[src/rtl/hazard_pkg.sv]
// Shared encodings and constants for the pipeline hazard sequencer and forwarding logic.
package hazard_pkg;

  typedef enum logic [1:0] {
    RUN        = 2'd0,
    FLUSH      = 2'd1,
    LOAD_STALL = 2'd2,
    MEM_WAIT   = 2'd3
  } state_e;

  localparam logic [4:0] REG_X0 = 5'd0;
  localparam int         CNT_W  = 3;

endpackage

[src/rtl/hazard_detect.sv]
// Load-use detector: EX load whose destination feeds a source register of the ID instruction.
// Purely combinational, zero latency, no flow control.
module hazard_detect
  import hazard_pkg::*;
(
  input  logic       ex_mem_read,
  input  logic [4:0] ex_rd,
  input  logic [4:0] id_rs1,
  input  logic [4:0] id_rs2,
  input  logic       id_use_rs1,
  input  logic       id_use_rs2,
  output logic       load_use
);

  logic rs1_hit;
  logic rs2_hit;

  assign rs1_hit  = id_use_rs1 && (ex_rd == id_rs1);
  assign rs2_hit  = id_use_rs2 && (ex_rd == id_rs2);
  // x0 is never really written, so a load into it cannot create a dependency.
  assign load_use = ex_mem_read && (ex_rd != REG_X0) && (rs1_hit || rs2_hit);

endmodule

[src/rtl/hazard_controller.sv]
// Pipeline sequencer driving PC/IF-ID/ID-EX stall and flush; zero-latency outputs from registered state.
// Data-memory wait freezes everything; optional HAZARD_PERF_CNT_EN adds stall/flush cycle counters.
module hazard_controller
  import hazard_pkg::*;
#(
  parameter int FLUSH_CYCLES      = 2,
  parameter int LOAD_STALL_CYCLES = 1
) (
  input  logic        clk,
  input  logic        rst_n,
  input  logic        jal,
  input  logic        jalr,
  input  logic        branch_taken,
  input  logic [4:0]  id_rs1,
  input  logic [4:0]  id_rs2,
  input  logic        id_use_rs1,
  input  logic        id_use_rs2,
  input  logic [4:0]  ex_rd,
  input  logic        ex_mem_read,
  input  logic        dmem_req,
  input  logic        dmem_ready,
  output logic        pc_stall,
  output logic        ifid_stall,
  output logic        ifid_flush,
  output logic        idex_flush,
  output logic        busy
`ifdef HAZARD_PERF_CNT_EN
  ,
  output logic [31:0] stall_count,
  output logic [31:0] flush_count
`endif
);

  localparam logic [CNT_W-1:0] FLUSH_RELOAD = CNT_W'(FLUSH_CYCLES - 1);
  localparam logic [CNT_W-1:0] STALL_RELOAD = CNT_W'(LOAD_STALL_CYCLES - 1);
  localparam logic [CNT_W-1:0] CNT_ONE      = CNT_W'(1);

  state_e           state, state_nxt;
  state_e           resume, resume_nxt;
  state_e           eff_state;
  logic [CNT_W-1:0] cnt, cnt_nxt;

  logic redirect, load_use, mem_wait;
  logic pc_stall_c, ifid_stall_c, ifid_flush_c, idex_flush_c;

  hazard_detect u_detect (
    .ex_mem_read (ex_mem_read),
    .ex_rd       (ex_rd),
    .id_rs1      (id_rs1),
    .id_rs2      (id_rs2),
    .id_use_rs1  (id_use_rs1),
    .id_use_rs2  (id_use_rs2),
    .load_use    (load_use)
  );

  assign redirect = jal || jalr || branch_taken;
  assign mem_wait = dmem_req && !dmem_ready;

  always_comb begin
    // Leaving MEM_WAIT behaves exactly like the saved state would this cycle.
    eff_state    = (state == MEM_WAIT) ? resume : state;
    state_nxt    = state;
    resume_nxt   = resume;
    cnt_nxt      = cnt;
    pc_stall_c   = 1'b0;
    ifid_stall_c = 1'b0;
    ifid_flush_c = 1'b0;
    idex_flush_c = 1'b0;

    if (mem_wait) begin
      pc_stall_c   = 1'b1;
      ifid_stall_c = 1'b1;
      state_nxt    = MEM_WAIT;
      resume_nxt   = eff_state;
    end else if (redirect) begin
      ifid_flush_c = 1'b1;
      idex_flush_c = 1'b1;
      if (FLUSH_CYCLES > 1) begin
        state_nxt = FLUSH;
        cnt_nxt   = FLUSH_RELOAD;
      end else begin
        state_nxt = RUN;
        cnt_nxt   = '0;
      end
    end else begin
      case (eff_state)
        FLUSH: begin
          ifid_flush_c = 1'b1;
          if (cnt <= CNT_ONE) begin
            state_nxt = RUN;
            cnt_nxt   = '0;
          end else begin
            state_nxt = FLUSH;
            cnt_nxt   = cnt - CNT_ONE;
          end
        end
        LOAD_STALL: begin
          pc_stall_c   = 1'b1;
          ifid_stall_c = 1'b1;
          idex_flush_c = 1'b1;
          if (cnt <= CNT_ONE) begin
            state_nxt = RUN;
            cnt_nxt   = '0;
          end else begin
            state_nxt = LOAD_STALL;
            cnt_nxt   = cnt - CNT_ONE;
          end
        end
        default: begin
          state_nxt = RUN;
          cnt_nxt   = '0;
          if (load_use) begin
            pc_stall_c   = 1'b1;
            ifid_stall_c = 1'b1;
            idex_flush_c = 1'b1;
            if (LOAD_STALL_CYCLES > 1) begin
              state_nxt = LOAD_STALL;
              cnt_nxt   = STALL_RELOAD;
            end
          end
        end
      endcase
    end
  end

  always_ff @(posedge clk or negedge rst_n) begin
    if (!rst_n) begin
      state  <= RUN;
      resume <= RUN;
      cnt    <= '0;
    end else begin
      state  <= state_nxt;
      resume <= resume_nxt;
      cnt    <= cnt_nxt;
    end
  end

  // Gated by reset so an in-flight sequence disappears the instant reset asserts.
  assign pc_stall   = rst_n && pc_stall_c;
  assign ifid_flush = rst_n && ifid_flush_c;
  assign ifid_stall = rst_n && ifid_stall_c && !ifid_flush_c;
  assign idex_flush = rst_n && idex_flush_c;
  assign busy       = rst_n && (state != RUN);

`ifdef HAZARD_PERF_CNT_EN
  always_ff @(posedge clk or negedge rst_n) begin
    if (!rst_n) begin
      stall_count <= '0;
      flush_count <= '0;
    end else begin
      stall_count <= stall_count + {31'd0, pc_stall};
      flush_count <= flush_count + {31'd0, ifid_flush};
    end
  end
`endif

endmodule

[config.mk]
export PLATFORM = sky130hd
export DESIGN_NAME = hazard_controller
export DESIGN_NICKNAME = d
export VERILOG_FILES = /design/src/rtl/hazard_pkg.sv /design/src/rtl/hazard_detect.sv /design/src/rtl/hazard_controller.sv
export SDC_FILE = /design/constraint.sdc
export NUM_CORES = 1
export LEC_CHECK = 0
export CAP_MARGIN = 15
export CORE_MARGIN = 2
export CORE_UTILIZATION = 41
export CTS_BUF_LIST = sky130_fd_sc_hd__clkbuf_8
export DETAILED_ROUTE_END_ITERATION = 12
export HOLD_SLACK_MARGIN = 0.1
export MAX_ROUTING_LAYER = met4
export PLACE_DENSITY = 0.81
export REMOVE_ABC_BUFFERS = 1
export SLEW_MARGIN = 10
export SYNTH_ARGS = -nofsm -noshare
export SYNTH_HDL_FRONTEND = slang
export SYNTH_SLANG_ARGS = --single-unit
[constraint.sdc]
create_clock -name clk -period 2.1 [get_ports clk]
set_clock_uncertainty 0.15 [all_clocks]
set_input_delay 0.42 -clock clk [delete_from_list [all_inputs] [get_ports clk]]
set_output_delay 0.42 -clock clk [all_outputs]
set_load 0.01 [all_outputs]
==> results of run 1 <==
## power by group through the flow
stage	clock [mW]	combinational [mW]	sequential [mW]
after floorplan	0	0.0527	0.147
after global placement	0	0.146	0.147
after detailed placement	0	0.151	0.148
after CTS	0.185	0.155	0.147
after global routing	0.193	0.180	0.149
final	0.186	0.166	0.148
## metal layers
layer,vias up,GRT usage [%]
li1,362,-
met1,339,23.4
met2,32,39.7
met3,5,1.70
met4,0,20.6
met5,-,-
## worst min-delay path by stage
stage,to,startpoint,depth (start not counted)
6_report,resume[1]$_DFFE_PN0P_,rst_n,3
5_1_grt,resume[1]$_DFFE_PN0P_,rst_n,3
4_1_cts,resume[1]$_DFFE_PN0P_,resume[1]$_DFFE_PN0P_,2
3_5_place_dp,resume[1]$_DFFE_PN0P_,resume[1]$_DFFE_PN0P_,2
3_3_place_gp,resume[0]$_DFFE_PN0P_,resume[0]$_DFFE_PN0P_,2
2_1_floorplan,cnt[0]$_DFFE_PN0N_,rst_n,0
## per-stage QoR
step                instances  TNS, ps  hold WS (ps)  setup slack, ps  util [%]
global route              139     -834           212             -279      82.1
global placement          133    -2920           308             -743      71.9
detailed placement        133    -3010           321             -779      71.9
CTS                       139     -517           354             -171      78.7
floorplan                  71        0         -25.6             34.7         -
finish                    139     -527           170             -192      82.1
## what timing repair did
action | 4_1_cts | 5_1_grt
resized for setup | 60 | 16
pin swaps | 15 | 13
buffers inserted | 2 | 0
endpoints found under the setup margin | 5 | 5
## worst max-delay path: stages
cell and delay [ps]:
sky130_fd_sc_hd__dlygate4sd2_1 230, sky130_fd_sc_hd__xor2_1 140, sky130_fd_sc_hd__nor4_1 300, sky130_fd_sc_hd__a32oi_1 170
sky130_fd_sc_hd__buf_4 170, sky130_fd_sc_hd__o21ai_2 140, sky130_fd_sc_hd__buf_2 150
## flip-flops by register name (all words and copies together) (netlist names)
name,count
resume,2
state,2
cnt,3
## cell type report
cell class,instances,area (sq um)
multi-input combinational,58,520
inverter,6,22.5
clock buffer,3,41.3
timing repair buffer,48,410
clock inverter,1,3.75
sequential,7,175
tap,16,20.0
fill,92,260
## cells in the final DEF (no fill, tap or decap), types with 2 or more instances in the layout
master,n
sky130_fd_sc_hd__a22o_1,2
sky130_fd_sc_hd__a22oi_2,2
sky130_fd_sc_hd__buf_2,5
sky130_fd_sc_hd__buf_4,16
sky130_fd_sc_hd__buf_6,4
sky130_fd_sc_hd__clkbuf_8,3
sky130_fd_sc_hd__clkdlybuf4s15_1,3
sky130_fd_sc_hd__clkdlybuf4s50_1,7
sky130_fd_sc_hd__dfrtp_1,7
sky130_fd_sc_hd__dlygate4sd2_1,11
sky130_fd_sc_hd__ha_1,2
sky130_fd_sc_hd__ha_4,2
sky130_fd_sc_hd__inv_1,3
sky130_fd_sc_hd__inv_2,4
sky130_fd_sc_hd__nand2_1,3
sky130_fd_sc_hd__nand3_2,3
sky130_fd_sc_hd__nor2_1,2
sky130_fd_sc_hd__nor2_4,2
sky130_fd_sc_hd__nor3_1,2
sky130_fd_sc_hd__nor4_1,2
sky130_fd_sc_hd__o21ai_0,3
sky130_fd_sc_hd__o21ai_1,2
sky130_fd_sc_hd__o21ai_2,2
sky130_fd_sc_hd__or3_4,2
sky130_fd_sc_hd__xnor2_1,2
sky130_fd_sc_hd__xor2_1,8
## logic make-up (layout without fill, tap and decap cells)
logic type	after synthesis	after routing	share of synthesized area, %
compound gates	21	21	23.8
xor+xnor	10	10	14.1
fa+ha+maj	4	4	8.06
buf+inv	9	58	5.64
flops	7	7	28.2
simple gates	23	23	20.2
==> PnR_summary.wiki, run 1 <==
{| class="wikitable"
! Metric !! Value
|-
| Arrival time at the worst endpoint || 1720 ps
|-
| Reg2reg end || cnt[2]$_DFFE_PN0N_
|-
| # port buffers || 29
|-
| Post-Syn Instances || 74
|-
| Cell Area, Synth || 621 sq um
|-
| Longest Clk Path Bufs || 2
|-
| I/O pin total || 30
|-
| Number of buffers created by CTS || 3
|-
| Failing checks || setup timing
|-
| Post-layout minimum cycle time || 2290 ps
|-
| Final setup slack of the worst path || -192 ps
|-
| Highest net fanout along the worst path || 2
|-
| Sw power || 0.138 mW
|-
| Root Buffer || sky130_fd_sc_hd__clkbuf_8
|-
| Antenna diode count || 0
|-
| Relative contribution of sequential cells to total power || 29.7%
|-
| Number of vias after detailed routing || 738
|-
| Die Footprint || 1840 sq um
|-
| Total of hold buffers inserted after clock tree synthesis || 0
|-
| Ratio of cells with drive above 1 in the final layout || 41.5%
|-
| Total power per unit cell area || 419 nW/um^2
|-
| Power after layout || 0.500 mW
|-
| Worst reg-to-reg path cell count || 6
|-
| Number of global-route vias before repair || 766
|-
| Critical path start-end classification || in2out
|-
| Layout overhead on the synthesized area || 92.3%
|-
| Peak supply drop || 0.000281 V
|-
| Antenna violations before repair || 0
|-
| Maximum number of pins on one net before global-route repair || 8
|-
| DIE HEIGHT || 42.9 um
|-
| Final count of negative-setup-slack endpoints || 3
|-
| Library cells used by synthesis || 31
|-
| Reg2Reg Setup Slack || 280 ps
|-
| Period utilisation layout || 109%
|-
| DRC violation total after the first TritonRoute iteration || 13
|-
| Leading post-synthesis cells by instance count || sky130_fd_sc_hd__xor2_1, sky130_fd_sc_hd__dfrtp_1, sky130_fd_sc_hd__inv_1
|-
| Leading post-synthesis cells by cell area || sky130_fd_sc_hd__dfrtp_1, sky130_fd_sc_hd__xor2_1, sky130_fd_sc_hd__ha_1
|-
| Sequential element share of the synthesized area || 28.2%
|-
| Detailed-route wire length || 1930 um
|-
| Placeable Area || 1450 sq um
|-
| Clock share of power || 37.2%
|-
| Tot GR Track Use || 23.3%
|-
| Unrepaired setup endpoints after global routing || true
|-
| Endpoint required time on the critical path || 1530 ps
|-
| F_max || 436 MHz
|-
| Clock-pin slew on the worst setup and hold paths || 40 ps
|-
| Sink Count || 7
|-
| Proportion of total power due to net switching || 27.6%
|-
| Uppermost layer routed || met4
|-
| Die Span X || 42.9 um
|-
| Cell type contributing the most total cell area after synthesis || sky130_fd_sc_hd__dfrtp_1
|-
| FP Rows || 14
|-
| Final cell area excluding filler cells || 1190 sq um
|-
| Slew headroom || 75.4%
|-
| Share of synthesized flip-flops with an asynchronous set or reset || 100%
|-
| Crit path from || id_rs1[1]
|-
| Post-synth EDFFs || 0
|-
| RR Startpoint || state[1]$_DFF_PN0_
|-
| Placed standard-cell area || 1050 sq um
|-
| Pre-Repair DR Iteration Count || 3
|-
| Share of the synthesized area in the top cell type || 28.2%
|-
| Initial Util || 42.7%
|-
| Estimated wirelength of the detail-placed design || 1380 um
|-
| Worst Tran Pin Value || 367 ps
|-
| Endpoints failing hold || 0
|-
| Capturing element type of the critical path || output pin
|-
| TritonCTS clock tree || yes
|-
| Average instance area after synthesis || 8.39 sq um
|-
| Number of synthesized register bits || 7
|-
| Post-detailed-route wirelength per cell || 13.8 um
|-
| Wire length on met2 || 1040 um
|-
| Number of maximum-capacitance constraint violations || 0
|-
| Routed length on met3 || 108 um
|-
| Dominant cell by count in the synthesized netlist || sky130_fd_sc_hd__xor2_1
|-
| Wire length of the first global-routing pass || 3050 um
|-
| Leakage power || 0.541 nW
|-
| Hold Path Class || in2async
|-
| Worst setup SP type || input port
|-
| Clock latency reported for the late side of the worst-skew pair || 230 ps
|-
| H-tree depth reported by CTS || 1
|-
| Combinational fraction of design power || 33.1%
|-
| Count of warnings emitted by yosys || 0
|-
| Total gr overflow || 0
|-
| Outcome || finished, violations left
|-
| Nets@finish || 153
|-
| Cell-internal power || 0.362 mW
|-
| Post-detailed-route via-to-cell ratio || 5.31
|-
| Number of antenna-violating nets in the routed design || 0
|-
| Final Wtd Congestion || 0.731
|-
| Detailed-routing wirelength on met1 || 720 um
|-
| Ys flop type || sky130_fd_sc_hd__dfrtp_1
|-
| Capturing element of the worst setup path || ifid_stall
|-
| Slew Limit Fails || 0
|-
| Post-detailed-route DRC marker count || 0
|}
No activity file was read; power rests on OpenSTA's default activity.
==> inputs of run 2 (changes only) <==
Settings changed: CELL_PAD_IN_SITES_DETAIL_PLACEMENT from default to 2, CELL_PAD_IN_SITES_GLOBAL_PLACEMENT from default to 2, CORE_UTILIZATION 41 to 22, PLACE_DENSITY 0.81 to default, PLACE_DENSITY_LB_ADDON from default to 0.1.
==> PnR_summary.wiki, run 2 (synthesized netlist as in run 1, its figures left out) <==
{| class="wikitable"
! Metric !! Value
|-
| Longest Clk Path Bufs || 2 (unchanged)
|-
| Relative contribution of sequential cells to total power || 28.3% (-1.4 points)
|-
| # port buffers || 29 (unchanged)
|-
| Final count of negative-setup-slack endpoints || 4 (+1)
|-
| Antenna diode count || 0 (unchanged)
|-
| Wire length of the first global-routing pass || 4040 um (+32%)
|-
| Final setup slack of the worst path || -239 ps (-46.5 ps)
|-
| Failing checks || setup timing
|-
| Slew headroom || 70.8% (-4.5 points)
|-
| Commonest non-fill, non-tap cell in the layout || sky130_fd_sc_hd__buf_4
|-
| Number of vias after detailed routing || 761 (+3.1%)
|-
| Largest registers || cnt: 3 flops, resume: 2 flops, state: 2 flops
|-
| Reg2reg end || cnt[2]$_DFFE_PN0N_
|-
| H-tree depth reported by CTS || 1 (unchanged)
|-
| Pre-Repair DR Iteration Count || 2 (-1)
|-
| Combinational fraction of design power || 34.4% (+1.3 points)
|-
| Dpl ws || -868 ps (-89.0 ps)
|-
| Worst Tran Pin Value || 435 ps (+67.7 ps)
|-
| Critical path start-end classification || in2out
|-
| Number of antenna-violating nets in the routed design || 0 (unchanged)
|-
| Leakage power || 0.566 nW (+4.6%)
|-
| Number of global-route vias before repair || 875 (+14%)
|-
| Proportion of total power due to net switching || 28.6% (+1.0 points)
|-
| Arrival time at the worst endpoint || 1770 ps (+50 ps)
|-
| Final cell area excluding filler cells || 1230 sq um (+3.5%)
|-
| DIE HEIGHT || 57.1 um (+33%)
|-
| Filler Cells Inserted || 298 (+220%)
|-
| Endpoint required time on the critical path || 1530 ps (about the same)
|-
| Cell-internal power || 0.369 mW (+2.1%)
|-
| Antenna violations before repair || 0 (unchanged)
|-
| Nets@finish || 158 (+3.3%)
|-
| Slew Limit Fails || 0 (unchanged)
|-
| Worst reg-to-reg path cell count || 7 (+1)
|-
| Flip-flop count of the largest register, all copies and words added || 3 (unchanged)
|-
| Estimated wirelength of the detail-placed design || 1890 um (+37%)
|-
| Ratio of cells with drive above 1 in the final layout || 42.2% (+0.72 points)
|-
| Ordered list of cells on the worst path || clkdlybuf4s15_1 > or3_1 > o311a_4 > buf_6 > nand3_2 > o21ai_1 > buf_2
|-
| Capturing element type of the critical path || output pin
|-
| Clock share of power || 37.3% (about the same)
|-
| Final Wtd Congestion || 0.718 (-1.8%)
|-
| Total gr overflow || 0 (unchanged)
|-
| Register containing the most flip-flops in the final layout || cnt
|-
| Post-layout minimum cycle time || 2340 ps (+46.5 ps)
|-
| DRC violation total after the first TritonRoute iteration || 5 (-8)
|-
| Highest net fanout along the worst path || 3 (+1)
|-
| Tot GR Track Use || 16.7% (-6.6 points)
|-
| Library cell contributing the largest single delay on the critical path || sky130_fd_sc_hd__o311a_4
|-
| TritonCTS clock tree || yes
|-
| Detailed-route wire length || 2500 um (+30%)
|-
| Initial Util || 22.9% (-20 points)
|-
| Unrepaired setup endpoints after global routing || true
|-
| Reg2Reg Setup Slack || 240 ps (-40 ps)
|-
| Peak supply drop || 0.000347 V (+23%)
|-
| Die Footprint || 3260 sq um (+77%)
|-
| Die Span X || 57.1 um (+33%)
|-
| F_max || 428 MHz (-2.0%)
|-
| Commonest non-fill, non-tap cells in the layout || sky130_fd_sc_hd__buf_4, sky130_fd_sc_hd__dlygate4sd2_1, sky130_fd_sc_hd__clkdlybuf4s50_1
|-
| Post-detailed-route via-to-cell ratio || 4.79 (-9.9%)
|-
| Clock-pin slew on the worst setup and hold paths || 40 ps (about the same)
|-
| RR Startpoint || state[1]$_DFF_PN0_
|-
| Power after layout || 0.517 mW (+3.5%)
|-
| Sw power || 0.148 mW (+7.2%)
|-
| Post-detailed-route DRC marker count || 0 (unchanged)
|-
| Sink Count || 7 (unchanged)
|-
| I/O pin total || 30 (unchanged)
|-
| Worst setup SP type || input port
|-
| Combined flip-flop and latch cell area || 175 sq um (unchanged)
|-
| Layout overhead on the synthesized area || 99.0%
|-
| Slowest Stage Delay on Critical Path || 390 ps (+90 ps)
|-
| Endpoints failing hold || 0 (unchanged)
|-
| Multi-input gate area || 512 sq um (-1.7%)
|-
| Maximum number of pins on one net before global-route repair || 9 (+1)
|-
| Number of maximum-capacitance constraint violations || 0 (unchanged)
|-
| Root Buffer || sky130_fd_sc_hd__clkbuf_8
|-
| Placed standard-cell area || 1070 sq um (+2.5%)
|-
| Hold Path Class || in2async
|-
| Clock latency reported for the late side of the worst-skew pair || 230 ps (about the same)
|-
| Outcome || finished, violations left
|-
| Placeable Area || 2710 sq um (+86%)
|-
| Number of buffers created by CTS || 3 (unchanged)
|-
| Post-detailed-route wirelength per cell || 15.7 um (+14%)
|-
| Total power per unit cell area || 419 nW/um^2 (about the same)
|-
| Period utilisation layout || 111% (+2.2 points)
|-
| FP Rows || 19 (+5)
|}
-- run 2: cell types whose count changed in the layout (fill, tap and decap cells not counted), moves of 2 or more --
cell                     delta
sky130_fd_sc_hd__buf_4      +6
sky130_fd_sc_hd__buf_6      -2
sky130_fd_sc_hd__inv_2      -2
sky130_fd_sc_hd__nor4_1     -2
sky130_fd_sc_hd__nor4_2     +2
-- run 2: cell type report --
class / count / share of cell area [%]
repair buffers: 53 / 35.7
clock buffers: 3 / 3.34
inverters: 6 / 1.82
well taps: 31 / 3.14
clock inverters: 1 / 0.405
flip-flops and latches: 7 / 14.2
multi-input cells: 58 / 41.4
-- run 2: power groups by stage --
stage               logic (mW)  registers [mW]  clock network, mW
detailed placement       0.161           0.148                  0
finish                   0.178           0.146              0.193
floorplan               0.0527           0.147                  0
global route             0.196           0.148              0.205
global placement         0.156           0.147                  0
CTS                      0.171           0.146              0.200
-- run 2: worst max path at each step --
stage                       startpoint          to  slack, ps  cells past startpoint
floorplan           state[0]$_DFF_PN0_    pc_stall         30                      7
detailed placement            ex_rd[3]  ifid_stall       -870                      6
global placement              ex_rd[3]    pc_stall       -880                      6
global route        state[0]$_DFF_PN0_  ifid_stall       -340                      9
finish                        ex_rd[0]    pc_stall       -240                      7
CTS                 state[0]$_DFF_PN0_  ifid_stall       -260                      9
-- run 2: stage by stage --
stage                     std cells  utilization (%)  hold WS (ps)  TNS [ps]
after detailed placement        149             39.6           328     -3600
after CTS                       158             44.2           278      -808
after global placement          149             39.6           311     -3490
after floorplan                  71                -         -25.6         0
after global routing            159             45.6           363     -1170
final                           159             45.6           339      -716
-- run 2: layer usage --
layer  vias up  GRT usage, %  wire length, um
met2        21          29.7             1330
met3         5          3.40               79
li1        370             -                -
met1       365          19.1             1060
met5         -             -                0
met4         0          3.99               28
-- run 2: worst max-delay path: cells and delay by family --
kind            cells  cell delay, ps
compound gates      2             440
buf+inv             3             470
simple gates        2             430
-- run 2: what timing repair did --
action	in CTS	in global routing
setup buffers	5	1
gates resized for setup	56	9
hold buffers	0	0
pin swaps	15	8
setup endpoints to repair	6	4
==> inputs of run 3 (changes only) <==
Settings changed: CELL_PAD_IN_SITES_DETAIL_PLACEMENT 2 to 0.
==> PnR_summary.wiki, run 3 (synthesized netlist as in run 1, its figures left out) <==
{| class="wikitable"
! Metric !! Value
|-
| Outcome || finished, violations left
|-
| Failing checks || setup timing
|-
| Register containing the most flip-flops in the final layout || cnt
|-
| Antenna diode count || 0 (unchanged)
|-
| Total power per unit cell area || 411 nW/um^2 (-1.9%)
|-
| Post-detailed-route wirelength per cell || 12.8 um (-19%)
|-
| Commonest non-fill, non-tap cells in the layout || sky130_fd_sc_hd__buf_4, sky130_fd_sc_hd__dlygate4sd2_1, sky130_fd_sc_hd__xor2_1, sky130_fd_sc_hd__clkdlybuf4s50_1, sky130_fd_sc_hd__dfrtp_1
|-
| Number of vias after detailed routing || 755 (-0.79%)
|-
| Slowest Stage Delay on Critical Path || 370 ps (-20 ps)
|-
| Final setup TNS || -600 ps (+116 ps)
|-
| Number of antenna-violating nets in the routed design || 0 (unchanged)
|-
| Post-detailed-route DRC marker count || 0 (unchanged)
|-
| Highest net fanout along the worst path || 3 (unchanged)
|-
| Cell family with the largest share of critical-path delay || compound AO/OA/AOI/OAI gates
|-
| Number of maximum-capacitance constraint violations || 0 (unchanged)
|-
| Pre-Repair DR Iteration Count || 4 (+2)
|-
| Dpl ws || -872 ps (-4.39 ps)
|-
| Number of cells after detailed placement || 149 (unchanged)
|-
| Root Buffer || sky130_fd_sc_hd__clkbuf_8
|-
| Tot GR Track Use || 12.7% (-4.0 points)
|-
| Ordered list of cells on the worst path || inv_2 > o21ai_2 > inv_2 > ha_4 > nor2b_4 > and2_4 > a22oi_2 > o21ai_1 > buf_2
|-
| Die Span X || 57.1 um (unchanged)
|-
| Antenna violations before repair || 0 (unchanged)
|-
| Slew headroom || 72.4% (+1.6 points)
|-
| Hold Path Class || in2async
|-
| Nets@finish || 159 (+0.63%)
|-
| Number of buffers created by CTS || 3 (unchanged)
|-
| Endpoint required time on the critical path || 1530 ps (about the same)
|-
| Cell-internal power || 0.369 mW (about the same)
|-
| Arrival time at the worst endpoint || 1750 ps (-20 ps)
|-
| Worst setup SP type || register
|-
| Critical path depth || 9 (+2)
|-
| Maximum number of pins on one net before global-route repair || 10 (+1)
|-
| Number of global-route vias before repair || 743 (-15%)
|-
| Critical Path Most Common Cell || sky130_fd_sc_hd__inv_2
|-
| # port buffers || 29 (unchanged)
|-
| Commonest non-fill, non-tap cell in the layout || sky130_fd_sc_hd__buf_4
|-
| Critical path buffer and inverter count || 3 (unchanged)
|-
| Worst reg-to-reg path cell count || 7 (unchanged)
|-
| Crit path from || state[0]$_DFF_PN0_
|-
| Unrepaired setup endpoints after global routing || true
|-
| Total gr overflow || 0 (unchanged)
|-
| Leakage power || 0.564 nW (-0.28%)
|-
| Ratio of cells with drive above 1 in the final layout || 41.9% (-0.33 points)
|-
| Combinational fraction of design power || 34.9% (+0.5 points)
|-
| RR Startpoint || state[1]$_DFF_PN0_
|-
| Capturing element type of the critical path || output pin
|-
| Layout overhead on the synthesized area || 98.6%
|-
| DRC violation total after the first TritonRoute iteration || 21 (+16)
|-
| Die Footprint || 3260 sq um (unchanged)
|-
| Proportion of total power due to net switching || 27.1% (-1.5 points)
|-
| TritonCTS clock tree || yes
|-
| Slew Limit Fails || 0 (unchanged)
|-
| Worst Tran Pin Value || 411 ps (-23.8 ps)
|-
| Reg2reg end || cnt[2]$_DFFE_PN0N_
|-
| Post-layout instance count excluding filler cells || 160 (+0.63%)
|-
| Longest Clk Path Bufs || 2 (unchanged)
|-
| Endpoints failing hold || 0 (unchanged)
|-
| Post-detailed-route via-to-cell ratio || 4.72 (-1.4%)
|-
| Library cell contributing the largest single delay on the critical path || sky130_fd_sc_hd__dfrtp_1
|-
| Filler Cells Inserted || 284 (-4.7%)
|-
| Capturing element of the worst setup path || pc_stall
|-
| Final Wtd Congestion || 0.718 (unchanged)
|-
| Period utilisation layout || 110% (-1.1 points)
|-
| Relative contribution of sequential cells to total power || 28.9% (+0.6 points)
|-
| Flip-flop count of the largest register, all copies and words added || 3 (unchanged)
|-
| DIE HEIGHT || 57.1 um (unchanged)
|-
| Critical path start-end classification || reg2out
|-
| Sw power || 0.137 mW (-7.2%)
|-
| FP Rows || 19 (unchanged)
|-
| Sink Count || 7 (unchanged)
|-
| Largest registers || cnt: 3 flops, resume: 2 flops, state: 2 flops
|-
| Post-layout minimum cycle time || 2320 ps (-23.0 ps)
|-
| Total of hold buffers inserted after clock tree synthesis || 0 (unchanged)
|-
| Initial Util || 22.9% (unchanged)
|-
| Core occupancy in the finished layout || 45.5% (-0.092 points)
|-
| Placeable Area || 2710 sq um (unchanged)
|-
| Clock share of power || 36.2% (-1.1 points)
|-
| H-tree depth reported by CTS || 1 (unchanged)
|-
| Detailed-route wire length || 2040 um (-18%)
|-
| Final count of negative-setup-slack endpoints || 3 (-1)
|-
| Wire length of the first global-routing pass || 3170 um (-21%)
|-
| Clock latency reported for the late side of the worst-skew pair || 230 ps (about the same)
|-
| Peak supply drop || 0.000382 V (+10%)
|-
| I/O pin total || 30 (unchanged)
|-
| Reg2Reg Setup Slack || 260 ps (+20 ps)
|-
| Clock-pin slew on the worst setup and hold paths || 40 ps (about the same)
|-
| Estimated wirelength of the detail-placed design || 1470 um (-22%)
|-
| F_max || 432 MHz (+0.99%)
|-
| Final setup slack of the worst path || -216 ps (+23.0 ps)
|}
-- run 3: worst min-delay path by stage --
stage | start | slack [ps] | end
6_report | rst_n | 240 | state[0]$_DFF_PN0_
4_1_cts | rst_n | 160 | resume[1]$_DFFE_PN0P_
5_1_grt | rst_n | 270 | state[0]$_DFF_PN0_
3_5_place_dp | resume[0]$_DFFE_PN0P_ | 320 | resume[0]$_DFFE_PN0P_
3_3_place_gp | resume[1]$_DFFE_PN0P_ | 310 | resume[1]$_DFFE_PN0P_
2_1_floorplan | rst_n | -30 | cnt[0]$_DFFE_PN0N_
-- run 3: layout make-up --
cell class	count	area [sq um]	share of cell area, %
sequential	7	175	14.2
inverter	6	22.5	1.83
timing repair buffer	54	449	36.4
clock inverter	1	3.75	0.305
clock buffer	3	41.3	3.35
multi-input combinational	58	502	40.7
tap	31	38.8	3.15
-- run 3: worst min-delay path, stage by stage --
cell and delay, ps:
sky130_fd_sc_hd__clkdlybuf4s15_1 260, sky130_fd_sc_hd__buf_6 150, sky130_fd_sc_hd__buf_4 100
-- run 3: routing by layer --
metal  global-route usage, %  vias to the layer above  routed length, um
li1                        -                      376                  -
met1                    14.5                      352                805
met2                    23.0                       27               1140
met3                    2.95                        0                 94
met4                    1.99                        0                  0
met5                       -                        -                  0
-- run 3: per-stage QoR --
stage	total power, mW	hold slack [ps]	cell area [sq um]
global route	0.536	269	1230
CTS	0.494	162	1160
global placement	0.303	311	1070
detailed placement	0.304	319	1070
floorplan	0.199	-25.6	608
finish	0.507	241	1230
-- run 3: timing repair --
item	4_1_cts	5_1_grt
pin swaps	11	11
gates resized for setup	52	15
setup buffers	2	5
endpoints found under the setup margin	5	5
-- run 3: power by group through the flow --
stage | Combinational, mW | Sequential (mW) | Clock [mW]
global placement | 0.156 | 0.147 | 0
floorplan | 0.0527 | 0.147 | 0
detailed placement | 0.157 | 0.147 | 0
global route | 0.193 | 0.147 | 0.197
CTS | 0.159 | 0.146 | 0.189
finish | 0.177 | 0.146 | 0.184
